`src/rtl/regfile_pkg.sv`:
```
// rtl/regfile_pkg.sv - shared register-file widths, writeback request type and x0 constant
package regfile_pkg;

   localparam int XLEN     = 32;
   localparam int AW       = 5;
   localparam int NUM_REGS = 2 ** AW;

   typedef struct packed {
      logic [AW-1:0]   addr;
      logic [XLEN-1:0] data;
   } wb_req_t;

   localparam logic [AW-1:0] ZERO_REG = '0;

endpackage

```
`src/rtl/regfile_wb_arbiter_if.sv`:
```
// rtl/regfile_wb_arbiter_if.sv - writeback request, write-port and read-forwarding signal bundle
interface regfile_wb_arbiter_if #(
   parameter int N_REQ = 3,
   parameter int XLEN  = regfile_pkg::XLEN,
   parameter int AW    = regfile_pkg::AW
);

   logic                  hold;
   logic [N_REQ-1:0]      req_valid;
   logic [N_REQ*AW-1:0]   req_addr;
   logic [N_REQ*XLEN-1:0] req_data;
   logic [N_REQ-1:0]      req_ready;
   logic                  rf_we;
   logic [AW-1:0]         rf_wa;
   logic [XLEN-1:0]       rf_wd;
   logic [AW-1:0]         rd_a1;
   logic [AW-1:0]         rd_a2;
   logic [XLEN-1:0]       rf_rd1;
   logic [XLEN-1:0]       rf_rd2;
   logic [XLEN-1:0]       fwd_rd1;
   logic [XLEN-1:0]       fwd_rd2;

   modport master (
      output hold, req_valid, req_addr, req_data, rd_a1, rd_a2, rf_rd1, rf_rd2,
      input  req_ready, rf_we, rf_wa, rf_wd, fwd_rd1, fwd_rd2
   );

   modport slave (
      input  hold, req_valid, req_addr, req_data, rd_a1, rd_a2, rf_rd1, rf_rd2,
      output req_ready, rf_we, rf_wa, rf_wd, fwd_rd1, fwd_rd2
   );

endinterface

```
`src/rtl/regfile_wb_arbiter_rr_arbiter.sv`:
```
// rtl/regfile_wb_arbiter_rr_arbiter.sv - combinational round-robin arbiter, search starts after ptr
module rr_arbiter #(
   parameter int N  = 3,
   parameter int IW = $clog2(N)
) (
   input  logic [N-1:0]  req,
   input  logic [IW-1:0] ptr,
   output logic [N-1:0]  grant,
   output logic [IW-1:0] grant_idx,
   output logic          grant_any
);

   int            idx;
   logic [IW-1:0] sel;

   always_comb begin
      grant     = '0;
      grant_idx = ptr;
      grant_any = 1'b0;
      idx       = 0;
      sel       = '0;
      // Offsets 1..N visit every index once, ending on ptr itself (lowest priority).
      for (int off = 1; off <= N; off++) begin
         idx = int'(ptr) + off;
         if (idx >= N) idx = idx - N;
         sel = IW'(idx);
         if (!grant_any && req[sel]) begin
            grant_any  = 1'b1;
            grant[sel] = 1'b1;
            grant_idx  = sel;
         end
      end
   end

endmodule

```
`src/rtl/regfile_wb_arbiter.sv`:
```
// rtl/regfile_wb_arbiter.sv - round-robin share of the register-file write port with read forwarding
module regfile_wb_arbiter #(
   parameter int N_REQ = 3,
   parameter int XLEN  = regfile_pkg::XLEN,
   parameter int AW    = regfile_pkg::AW
) (
   input logic                clk,
   input logic                rst,
   regfile_wb_arbiter_if.slave bus
);

   import regfile_pkg::*;

   localparam int IW = $clog2(N_REQ);

   logic [N_REQ-1:0] arb_req;
   logic [N_REQ-1:0] grant;
   logic [IW-1:0]    grant_idx;
   logic             grant_any;
   logic [IW-1:0]    rr_ptr;

   logic             we_q;
   logic [AW-1:0]    wa_q;
   logic [XLEN-1:0]  wd_q;
   logic [AW-1:0]    win_addr;
   logic [XLEN-1:0]  win_data;

   // Masking the requests (not the grant) keeps rr_ptr untouched during hold/reset.
   assign arb_req = bus.req_valid & {N_REQ{~(bus.hold | rst)}};

   rr_arbiter #(.N(N_REQ), .IW(IW)) u_rr_arbiter (
      .req       (arb_req),
      .ptr       (rr_ptr),
      .grant     (grant),
      .grant_idx (grant_idx),
      .grant_any (grant_any)
   );

   assign bus.req_ready = grant;
   assign win_addr      = bus.req_addr[grant_idx*AW +: AW];
   assign win_data      = bus.req_data[grant_idx*XLEN +: XLEN];

   always_ff @(posedge clk) begin
      if (rst) begin
         we_q   <= 1'b0;
         wa_q   <= '0;
         wd_q   <= '0;
         rr_ptr <= IW'(N_REQ - 1);
      end else if (grant_any) begin
         rr_ptr <= grant_idx;
         we_q   <= (win_addr != AW'(ZERO_REG));
         wa_q   <= win_addr;
         wd_q   <= win_data;
      end else begin
         we_q   <= 1'b0;
      end
   end

   // Gating with rst drops an accepted write whose commit edge coincides with reset.
   assign bus.rf_we = we_q & ~rst;
   assign bus.rf_wa = wa_q;
   assign bus.rf_wd = wd_q;

   assign bus.fwd_rd1 = (bus.rf_we && bus.rf_wa == bus.rd_a1 && bus.rd_a1 != AW'(ZERO_REG))
                        ? bus.rf_wd : bus.rf_rd1;
   assign bus.fwd_rd2 = (bus.rf_we && bus.rf_wa == bus.rd_a2 && bus.rd_a2 != AW'(ZERO_REG))
                        ? bus.rf_wd : bus.rf_rd2;

endmodule
```
`src/flat_wrapper.sv`:
```
// flat-port wrapper written by rule: the top's interface ports become plain ports
module regfile_wb_arbiter_flat import regfile_pkg::*;
#(
   parameter int N_REQ = 3,
   parameter int XLEN  = regfile_pkg::XLEN,
   parameter int AW    = regfile_pkg::AW
)
  (clk, rst, bus_hold, bus_req_valid, bus_req_addr, bus_req_data, bus_rd_a1, bus_rd_a2, bus_rf_rd1, bus_rf_rd2, bus_req_ready, bus_rf_we, bus_rf_wa, bus_rf_wd, bus_fwd_rd1, bus_fwd_rd2);
  regfile_wb_arbiter_if #(.N_REQ(N_REQ), .XLEN(XLEN), .AW(AW)) bus_i ();
  input logic clk;
  input logic rst;
  input wire logic [$bits(bus_i.hold)-1:0] bus_hold;
  input wire logic [$bits(bus_i.req_valid)-1:0] bus_req_valid;
  input wire logic [$bits(bus_i.req_addr)-1:0] bus_req_addr;
  input wire logic [$bits(bus_i.req_data)-1:0] bus_req_data;
  input wire logic [$bits(bus_i.rd_a1)-1:0] bus_rd_a1;
  input wire logic [$bits(bus_i.rd_a2)-1:0] bus_rd_a2;
  input wire logic [$bits(bus_i.rf_rd1)-1:0] bus_rf_rd1;
  input wire logic [$bits(bus_i.rf_rd2)-1:0] bus_rf_rd2;
  output wire logic [$bits(bus_i.req_ready)-1:0] bus_req_ready;
  output wire logic [$bits(bus_i.rf_we)-1:0] bus_rf_we;
  output wire logic [$bits(bus_i.rf_wa)-1:0] bus_rf_wa;
  output wire logic [$bits(bus_i.rf_wd)-1:0] bus_rf_wd;
  output wire logic [$bits(bus_i.fwd_rd1)-1:0] bus_fwd_rd1;
  output wire logic [$bits(bus_i.fwd_rd2)-1:0] bus_fwd_rd2;
  assign bus_i.hold = bus_hold;
  assign bus_i.req_valid = bus_req_valid;
  assign bus_i.req_addr = bus_req_addr;
  assign bus_i.req_data = bus_req_data;
  assign bus_i.rd_a1 = bus_rd_a1;
  assign bus_i.rd_a2 = bus_rd_a2;
  assign bus_i.rf_rd1 = bus_rf_rd1;
  assign bus_i.rf_rd2 = bus_rf_rd2;
  assign bus_req_ready = bus_i.req_ready;
  assign bus_rf_we = bus_i.rf_we;
  assign bus_rf_wa = bus_i.rf_wa;
  assign bus_rf_wd = bus_i.rf_wd;
  assign bus_fwd_rd1 = bus_i.fwd_rd1;
  assign bus_fwd_rd2 = bus_i.fwd_rd2;
  regfile_wb_arbiter #(.N_REQ(N_REQ), .XLEN(XLEN), .AW(AW)) u_core (.clk(clk), .rst(rst), .bus(bus_i));
endmodule
```
`config.mk`:
```
export PLATFORM = sky130hd
export DESIGN_NAME = regfile_wb_arbiter_flat
export DESIGN_NICKNAME = d
export VERILOG_FILES = /design/src/rtl/regfile_pkg.sv /design/src/rtl/regfile_wb_arbiter_if.sv /design/src/rtl/regfile_wb_arbiter_rr_arbiter.sv /design/src/rtl/regfile_wb_arbiter.sv /design/src/flat_wrapper.sv
export SDC_FILE = /design/constraint.sdc
export NUM_CORES = 1
export LEC_CHECK = 0
export BUFFER_PORTS_ARGS = -buffer_cell sky130_fd_sc_hd__buf_2
export CAP_MARGIN = 10
export CORE_AREA = 2 2 114 116
export DETAILED_ROUTE_END_ITERATION = 12
export DIE_AREA = 0 0 116 118
export GPL_TIMING_DRIVEN = 0
export PLACE_DENSITY_LB_ADDON = 0.3
export SYNTH_ARGS = -nofsm -noshare
export SYNTH_HDL_FRONTEND = slang
export SYNTH_SLANG_ARGS = --single-unit
```
`constraint.sdc`:
```
create_clock -name clk -period 3.7 [get_ports clk]
set_input_delay 0.74 -clock clk [delete_from_list [all_inputs] [get_ports clk]]
set_output_delay 0.74 -clock clk [all_outputs]
set_load 0.1 [all_outputs]
```
# [After elaboration in Yosys (flattened, before gate mapping)]
# Index checks and enable logic that the tools add are counted.
[totals] out_inout_bits=105 latchBits=0 regBits=40 wordCells=73 input_bits=191 ram_bits=0 n_memories=0 romBits=0
[classes] eq_ne=2 n_reduce_logical=15 shift=2 order_cmp=9 bitwise=8 muxes=26 addsub=6 n_div=0 multipliers=1
[ops] operator="variable part select 96 x 8 -> 32 bit" n=1
[ops] operator="two-way mux 32 bit" n=2
[ops] operator="nonzero test 5 bit" n=3
[ops] operator="variable part select 15 x 6 -> 5 bit" n=1
[ops] operator="two-way mux 2 bit" n=6
[ops] operator="== test 5 bit" n=2
[ops] operator="greater-or-equal comparator 3 x 2 -> 1 bit, second input constant" n=3
[ops] operator="logical AND 1 bit" n=9
[ops] operator="less-than comparator 2 x 3 -> 1 bit, second input constant" n=3
[ops] operator="two-way mux 1 bit" n=9
[ops] operator="two-way mux 3 bit" n=3
[ops] operator="adder 2 x 2 -> 3 bit, second input constant" n=2
[ops] operator="binary-select mux 1 bit (select 2 bit)" n=3
[ops] operator="demux 1 bit (select 2 bit)" n=3
[ops] operator="greater-or-equal comparator 2 x 1 -> 1 bit, second input constant" n=3
[ops] operator="OR 3 bit" n=2
[ops] operator="subtractor 2 bit, second input constant" n=3
[ops] operator="multiplier 2 x 3 -> 5 bit, second input constant" n=1
[ops] operator="adder 2 x 1 -> 3 bit, second input constant" n=1
[ops] operator="bitwise AND 3 bit" n=1
[ops] operator="NOT 1 bit" n=3
[ops] operator="zero test 1 bit" n=2
[ops] operator="OR reduction 2 bit" n=1
[ops] operator="bitwise AND 1 bit" n=1
[ops] operator="OR 1 bit" n=1

# [Logic depth before layout (Yosys ltp)]
# Gate-level depths: netlist (run 1).
[logic_depth] word_depth=15 mapped_depth=12 ltp_nobuf=9

# [By module]
# From an unflattened synthesis (run 1), not the netlist that was laid out.
[hier_totals] hier_cells=389 area_unflattened_um2=3601.0
[modules_own_cells] mod="regfile_wb_arbiter" seq_area_each_um2=800.8 n_inst=1 area_per_inst_um2=3286.9 cells_per_inst=351
[modules_own_cells] mod="rr_arbiter" seq_area_each_um2=0.0 n_inst=1 area_per_inst_um2=314.1 cells_per_inst=38

# [Least setup slack after synthesis (run 1)]
# Ideal clock, no wire load.
[synth_timing] path_kind="reg2out" startpoint="reg u_core.rr_ptr[0]" endpoint="out bus_req_ready[1]" required_ps=2960 path_buffers=1 stages_incl_launch_ff=10 arrival_ps=4141 path_slack_ps=-1181 cell_sequence="dfxtp_1 inv_1 ha_1 buf_2 mux2_2 nor2_1 a2111oi_4 and3_1 a21oi_1 o21ai_0"
[synth_between] elab_chain_cells=12 elab_cells_between_ends=44 classes_between="6 x add/sub; 9 x order compare; 20 x mux; 2 x bitwise; 7 x reduce/logical"
[synth_rtl] item="start, declared" line="regfile_wb_arbiter.sv:20" source="logic [IW-1:0] rr_ptr;"
[synth_rtl] item="start signal, assigned" line="regfile_wb_arbiter.sv:48" source="rr_ptr <= IW'(N_REQ - 1);"
[synth_rtl] item="start signal, assigned" line="regfile_wb_arbiter.sv:50" source="rr_ptr <= grant_idx;"
[synth_rtl] item="adder 2 x 1 -> 3 bit" line="regfile_wb_arbiter_rr_arbiter.sv:24" source="idx = int'(ptr) + off;"
[synth_rtl] item="greater-or-equal comparator 3 x 2 -> 1 bit / subtractor 2 bit (equally long branches)" line="regfile_wb_arbiter_rr_arbiter.sv:25" source="if (idx >= N) idx = idx - N;"
[synth_rtl] item="two-way mux 2 bit" line="regfile_wb_arbiter_rr_arbiter.sv:25"
[synth_rtl] item="less-than comparator 2 x 3 -> 1 bit (not written as such) (tied with other cells)" line="regfile_wb_arbiter_rr_arbiter.sv:29" source="grant[sel] = 1'b1;"
[synth_rtl] item="logical AND 1 bit (not written as such) / two-way mux 1 bit (equally long branches)" line="regfile_wb_arbiter_rr_arbiter.sv:29, regfile_wb_arbiter_rr_arbiter.sv:27"
[synth_rtl] item="two-way mux 1 bit, on equally long branches" line="regfile_wb_arbiter_rr_arbiter.sv:29, regfile_wb_arbiter_rr_arbiter.sv:27"
[synth_rtl] item="demux 1 bit (select 2 bit) / zero test 1 bit (equally long branches)" line="regfile_wb_arbiter_rr_arbiter.sv:29, regfile_wb_arbiter_rr_arbiter.sv:27"
[synth_rtl] item="two-way mux 3 bit / logical AND 1 bit (equally long branches)" line="regfile_wb_arbiter_rr_arbiter.sv:27" source="if (!grant_any && req[sel]) begin"
[synth_rtl] item="OR 3 bit (no line) / two-way mux 1 bit (equally long branches)"
[synth_rtl] item="two-way mux 3 bit / zero test 1 bit (equally long branches)" line="regfile_wb_arbiter_rr_arbiter.sv:27"
[synth_rtl] item="OR 3 bit (no line) / logical AND 1 bit (equally long branches)"
[synth_rtl] item="two-way mux 3 bit *" line="regfile_wb_arbiter_rr_arbiter.sv:27"
[synth_rtl] item="end, declared" line="flat_wrapper.sv:20" source="output wire logic [$bits(bus_i.req_ready)-1:0] bus_req_ready;"
# Every way passes the cells marked *; elsewhere a longest branch is shown, timed or not. The select of a mux whose other input is x is not followed.

# [Final worst setup path (run 1)]
[layout_timing] startpoint="in bus_rd_a1[2]" endpoint="out bus_fwd_rd1[19]"
[layout_between] elab_chain_cells=4 elab_cells_between_ends=5 classes_between="1 x eq/ne; 1 x mux; 3 x reduce/logical"
[layout_rtl] item="start, declared" line="flat_wrapper.sv:16" source="input wire logic [$bits(bus_i.rd_a1)-1:0] bus_rd_a1;"
[layout_rtl] item="== test 5 bit" line="regfile_wb_arbiter.sv:64" source="assign bus.fwd_rd1 = (bus.rf_we && bus.rf_wa == bus.rd_a1 && bus.rd_a1 != AW'(ZERO_REG))"
[layout_rtl] item="logical AND 1 bit" line="regfile_wb_arbiter.sv:64"
[layout_rtl] item="logical AND 1 bit *" line="regfile_wb_arbiter.sv:64"
[layout_rtl] item="two-way mux 32 bit *" line="regfile_wb_arbiter.sv:65" source="? bus.rf_wd : bus.rf_rd1;"
[layout_rtl] item="end, declared" line="flat_wrapper.sv:24" source="output wire logic [$bits(bus_i.fwd_rd1)-1:0] bus_fwd_rd1;"
# Every way passes the cells marked *; elsewhere a longest branch is shown, timed or not.

==> flow_metrics.py, run 1 <==
metrics = {
    "global_routing": {
        "grt_overflow": 0,
        "grt_start_max_net_pins": 13,
        "grt_use_met3_pct": 3.09,
        "grt.busiest_layer": "met2",
        "use_met1_pct": 25.6,
        "grt_first_pass_wirelength_um": 22600,
        "use_met2_pct": 39.5,
        "first_global_vias": 4108,
        "antenna_found_initial": 0,
        "grt_usage_pct": 21.5,
    },
    "sta": {
        "skew_ns": 0.00629,
        "fin_setup_tns_ns": 0,
        "finalCriticalPeriod_ns": 3.50,
        "slew_headroom_pct": 49.0,
        "worst_slew_pin_slew_ns": 0.761,
        "fin_ws_ns": 0.197,
        "fmax_mhz": 285,
        "setup_viol": 0,
        "fin_crit_sh_pct": 94.7,
        "hold_slack_ns": 0.530,
        "hold_viol": 0,
        "rsz0062_at_grt": "no",
        "slew_violations": 0,
    },
    "clock_network": {
        "post_cts_buffers": 0,
        "hold_buffers": 0,
        "tritoncts": "done",
        "cts_made_buffers": 5,
        "clk_latency_ns": 0.28,
        "htreeDepth": 2,
        "cts.clk_slew.worst_paths_ns": 0.06,
        "cts_root_buf": "clkbuf_16",
        "clockBufferDepth": 2,
        "clock_sinks": 40,
    },
    "routing": {
        "first_pass_iters": 7,
        "route.detailed.drc": 0,
        "wl_per_cell_um": 18.6,
        "ant_nets": 0,
        "dr.first_iter.drc_count": 263,
        "vias": 4213,
        "routed_wl_um": 15600,
        "via_per_inst": 5.03,
    },
    "place": {
        "dpl_worst_slack_ns": -0.0539,
        "dp.cells": 829,
        "port-buffer-count": 294,
        "dpl.hpwl_um": 12800,
        "gp_congestion": 0.875,
    },
    "status": {
        "status": "completed",
    },
    "min_path": {
        "holdCritPathClass": "flip-flop to flip-flop",
    },
    "logic_synthesis": {
        "yosysMostFrequentCell": "mux2_2",
        "syn-num-nets": 560,
        "ys_warn_count": 0,
        "syn_area_um2": 3380,
        "synth_seq_cells": 40,
        "synth_top_cell_by_area": "mux2_2",
        "synth_cell_types": 51,
        "synth_commonest_cells": "mux2_2 (93), nor2_1 (41), dfxtp_1 (40), nor3_1 (20), a221oi_1 (18)",
        "avgSynthCellArea_um2": 9.30,
        "netlist.area_leader.share_pct": 31.0,
        "async_flop_share_pct": 0,
        "synthCells": 363,
        "yosys-top-cells-area": "mux2_2 (31%), dfxtp_1 (24%), a221oi_1 (4.7%), nor2_1 (4.6%), a222oi_1 (3.3%)",
        "yosysSeqAreaShare_pct": 23.7,
        "synth-edff-count": 0,
        "synth_ff_type": "dfxtp_1",
    },
    "finish": {
        "nFillCells": 1256,
        "instances_no_fill": 837,
        "nets": 861,
        "diodes": 0,
        "drive_gt1_share_pct": 64.5,
        "syn2layout_area_growth_pct": 58.0,
    },
    "floorplanning": {
        "start_util_pct": 27.2,
        "die_w_um": 116,
        "die_area_um2": 13700,
        "die_h_um": 118,
        "rows": 41,
        "ios": 296,
        "core_um2": 12400,
    },
    "critical_path": {
        "worstPathMaxFanout": 10,
        "critPathKind": "primary input to output port",
        "cp.arrival_ns": 2.76,
        "end_kind": "output port",
        "start_kind": "primary input",
        "cp.required_ns": 2.96,
    },
    "power_and_ir_drop": {
        "vdd_drop_max_mv": 0.314,
        "powerDensity_nw_per_um2": 771,
        "p_leak_uw": 0.00263,
    },
    "job": {
        "cap_viol_max_count": 0,
    },
}
worst paths after layout:
kind	endpoint	depth (start not counted)	slack, ns	from
worst max register to register	u_core.bus.rf_wd[17]$_SDFFE_PP0N_	11	0.32	u_core.rr_ptr[1]$_SDFFE_PP1N_
worst max-delay path	bus_fwd_rd1[19]	9	0.20	bus_rd_a1[2]
worst min register to register	u_core.bus.rf_wd[1]$_SDFFE_PP0N_	2	0.53	u_core.bus.rf_wd[1]$_SDFFE_PP0N_
worst min-delay path	u_core.bus.rf_wd[1]$_SDFFE_PP0N_	2	0.53	u_core.bus.rf_wd[1]$_SDFFE_PP0N_
power by group:
group	leakage, µW	internal [µW]	switching [µW]	total (µW)
Combinational	0.00222	746	2130	2870
Clock	0.0000808	318	177	495
Sequential	0.000331	575	170	746
Total	0.00263	1640	2470	4110
state kept, by name, summed over array words and instances (netlist names):
name	flops
u_core.bus.rf_wa	5
u_core.rr_ptr	2
u_core.bus.rf_wd	32
u_core.we_q	1
cell families after synthesis:
| family | synth area share (%) |
|---|---|
| xor+xnor | 2.08 |
| mux | 34.2 |
| simple gates | 14.4 |
| compound gates | 18.5 |
| fa+ha+maj | 2.22 |
| flops | 23.7 |
| buf+inv | 4.82 |
layout make-up:
type	count	area (µm²)	area share [%]
Inverter	4	15.0	0.281
Clock buffer	6	129	2.42
Buffer	28	151	2.84
Multi-Input combinational cell	291	2440	45.7
Tap cell	172	215	4.03
Clock inverter	2	35.0	0.657
Sequential cell	40	805	15.1
Timing Repair Buffer	294	1540	28.9
per-layer routing:
metal | routed length [µm] | vias to the layer above
met3 | 1140 | 18
met4 | 244 | 0
met5 | 0 | -
met1 | 6240 | 1959
li1 | - | 2001
met2 | 7980 | 235
layout by cell type (no fill, tap or decap), drive strengths merged, types with 4 or more instances in the layout:
| cell | synthesis | routed |
|---|---|---|
| buf | 18 | 289 |
| mux2 | 96 | 96 |
| nor2 | 43 | 43 |
| dfxtp | 40 | 40 |
| clkbuf | 10 | 39 |
| nor3 | 22 | 22 |
| a221oi | 18 | 18 |
| nand2 | 12 | 12 |
| a222oi | 11 | 11 |
| a22oi | 8 | 8 |
| nand3 | 8 | 8 |
| mux2i | 7 | 7 |
| a21oi | 7 | 7 |
| xor2 | 6 | 6 |
| o22ai | 6 | 6 |
| ha | 6 | 6 |
| o21ai | 5 | 5 |
| inv | 4 | 4 |
| nor4 | 4 | 4 |
stage by stage:
step / cell area (µm²) / power, µW / util (%)
after floorplan: 3390 / 2980 / -
after global placement: 5080 / 3590 / 40.9
after detailed placement: 5080 / 3610 / 40.9
after CTS: 5260 / 4120 / 42.3
after global routing: 5330 / 4310 / 43.0
final: 5330 / 4110 / 43.0
timing repair:
item | in CTS | in global routing
gates resized for setup | 7 | 28
endpoints found under the setup margin | 33 | 41
pin swaps | 0 | 1
worst max-delay path, stage by stage:
cell and delay [ns]:
buf_2 0.11, nor4_1 0.05, nor3_1 0.13, a21oi_1 0.06
nor4_1 0.34, nand3_2 0.30, clkbuf_2 0.31, mux2_2 0.29
buf_2 0.42
Power figures use the tool's default switching activity.
==> inputs of run 2 (changes only) <==
- GPL_TIMING_DRIVEN: 0 -> unset
- clock period: 3.7 -> 4.25 ns (I/O delays scaled with it)
==> run 2 against run 1 <==
Compared with the run above: combinational power fell by 11%; flip-flop and latch count did not move; design area rose by 16%; global-route usage fell by 1.1 points; sequential share of layout area fell by 2.1 points; highest routed layer unchanged.
==> flow_metrics.py, run 2 (synthesis results as in run 1) <==
metrics = {
    "global_routing": {
        "grt_overflow": 0,
        "antenna_found_initial": 0,
        "grt_first_pass_wirelength_um": 22100,
        "grt_usage_pct": 20.4,
        "grt_start_max_net_pins": 33,
        "first_global_vias": 4252,
    },
    "sta": {
        "slew_headroom_pct": 36.2,
        "skew_ns": 0.00345,
        "slew_violations": 0,
        "fin_crit_sh_pct": 94.4,
        "hold_viol": 0,
        "rsz0062_at_grt": "no",
        "hold_slack_ns": 0.518,
        "finalCriticalPeriod_ns": 4.01,
        "fmax_mhz": 249,
        "worst_slew_pin_slew_ns": 0.956,
        "setup_viol": 0,
        "fin_setup_tns_ns": 0,
    },
    "routing": {
        "wl_per_cell_um": 17.8,
        "first_pass_iters": 5,
        "vias": 4148,
        "route.detailed.drc": 0,
        "ant_nets": 0,
        "routed_wl_um": 14600,
        "dr.first_iter.drc_count": 240,
        "via_per_inst": 5.06,
    },
    "power_and_ir_drop": {
        "vdd_drop_max_mv": 0.355,
        "p_leak_uw": 0.00294,
        "power_uw": 3660,
        "powerDensity_nw_per_um2": 593,
    },
    "floorplanning": {
        "die_area_um2": 13700,
        "ios": 296,
        "rows": 41,
        "core_um2": 12400,
        "die_h_um": 118,
        "die_w_um": 116,
        "start_util_pct": 27.2,
    },
    "finish": {
        "drive_gt1_share_pct": 65.6,
        "syn2layout_area_growth_pct": 82.8,
        "nets": 844,
        "largest_reg_flops": 32,
        "diodes": 0,
        "layout_common_cells": "buf_2 (230), mux2_2 (93), buf_12 (64)",
        "final_core_util_pct": 49.7,
        "mostFrequentLayoutCell": "buf_2",
    },
    "critical_path": {
        "reg2reg_to": "u_core.bus.rf_wa[4]$_SDFFE_PP0N_",
        "crit_buf_inv": 2,
        "ff2ff_path_depth": 11,
        "rr_startpoint": "u_core.rr_ptr[0]$_SDFFE_PP0N_",
        "cp_slowest_stage_delay_ns": 0.55,
        "critPathKind": "flip-flop to output port",
        "cp.required_ns": 3.40,
        "cp.arrival_ns": 3.16,
        "r2r_slack_ns": 0.74,
        "worstPathMaxFanout": 11,
        "cp_top_family": "compound AO/OA/AOI/OAI gates",
        "critPathSlowestCell": "dfxtp_1",
        "path_cells": "inv_1 -> ha_1 -> mux2_2 -> nor2_1 -> a2111oi_4 -> nand3_1 -> a21oi_2 -> buf_2",
        "end_kind": "output port",
        "start_kind": "flip-flop",
    },
    "min_path": {
        "holdPathStages": 2,
        "hold_start": "u_core.bus.rf_wd[30]$_SDFFE_PP0N_",
        "holdCritPathClass": "flip-flop to flip-flop",
        "holdPathEnd": "u_core.bus.rf_wd[30]$_SDFFE_PP0N_",
    },
    "clock_network": {
        "cts.clk_slew.worst_paths_ns": 0.06,
        "cts_resized": 0,
        "post_cts_buffers": 0,
        "clk_latency_ns": 0.27,
        "htreeDepth": 2,
        "clock_sinks": 40,
        "cts_made_buffers": 5,
        "hold_buffers": 0,
        "cts_root_buf": "clkbuf_16",
        "tritoncts": "done",
        "clockBufferDepth": 2,
    },
    "place": {
        "gp_congestion": 0.806,
        "dpl.hpwl_um": 12000,
        "port-buffer-count": 295,
    },
    "status": {
        "status": "completed",
    },
    "job": {
        "cap_viol_max_count": 0,
    },
}
run 2: cell types whose count changed in the layout (fill, tap and decap cells not counted), sizes merged:
cell    change
clkinv      -1
clkbuf     -31
buf        +15
run 2: worst register-to-register path, cell delays in order, from the launching register on:
cell and delay [ns]:
dfxtp_1 0.55, inv_1 0.20, ha_1 0.51, mux2_2 0.41, a22oi_2 0.39, and3_4 0.28
a311oi_4 0.05, buf_4 0.24, nor2_2 0.12, buf_4 0.26, a22oi_1 0.17, a211oi_1 0.24
run 2: worst max path at each step:
stage / startpoint / endpoint / slack [ns] / cells past startpoint
final: u_core.rr_ptr[0]$_SDFFE_PP0N_ / bus_req_ready[2] / 0.24 / 8
after global routing: u_core.rr_ptr[0]$_SDFFE_PP0N_ / bus_req_ready[0] / 0.04 / 8
after CTS: u_core.rr_ptr[0]$_SDFFE_PP0N_ / bus_req_ready[1] / 0.22 / 9
after detailed placement: bus_rd_a1[0] / bus_fwd_rd1[12] / 0.26 / 8
after global placement: bus_rd_a1[2] / bus_fwd_rd1[10] / 0.40 / 8
after floorplan: u_core.rr_ptr[0]$_SDFFE_PP0N_ / bus_req_ready[1] / 0.02 / 9
run 2: cell type report:
| type | instances | area (µm²) |
|---|---|---|
| fillers | 1162 | 6240 |
| repair buffers | 305 | 2510 |
| multi-input cells | 291 | 2440 |
| flip-flops and latches | 40 | 801 |
| well taps | 172 | 215 |
| clock buffers | 7 | 153 |
| clock inverters | 1 | 30.0 |
| inverters | 4 | 15.0 |
run 2: through the flow:
stage          setup WS [ns]  cells  instance area [µm²]
5_1_grt               0.0446    820                 6170
3_3_place_gp           0.402    812                 5990
3_5_place_dp           0.257    812                 5990
6_report               0.238    820                 6170
4_1_cts                0.222    820                 6170
2_1_floorplan         0.0163    363                 3390
run 2: metal layers:
metal	vias up	GRT usage (%)	part of all wire [%]
li1	1966	-	-
met1	1957	23.9	40
met2	213	37.9	51
met3	12	4.02	8.0
met4	0	3.79	1.2
met5	-	0	0
run 2: power breakdown:
group	switching (µW)	internal (µW)
clock	140	309
sequential	157	500
combinational	1820	737
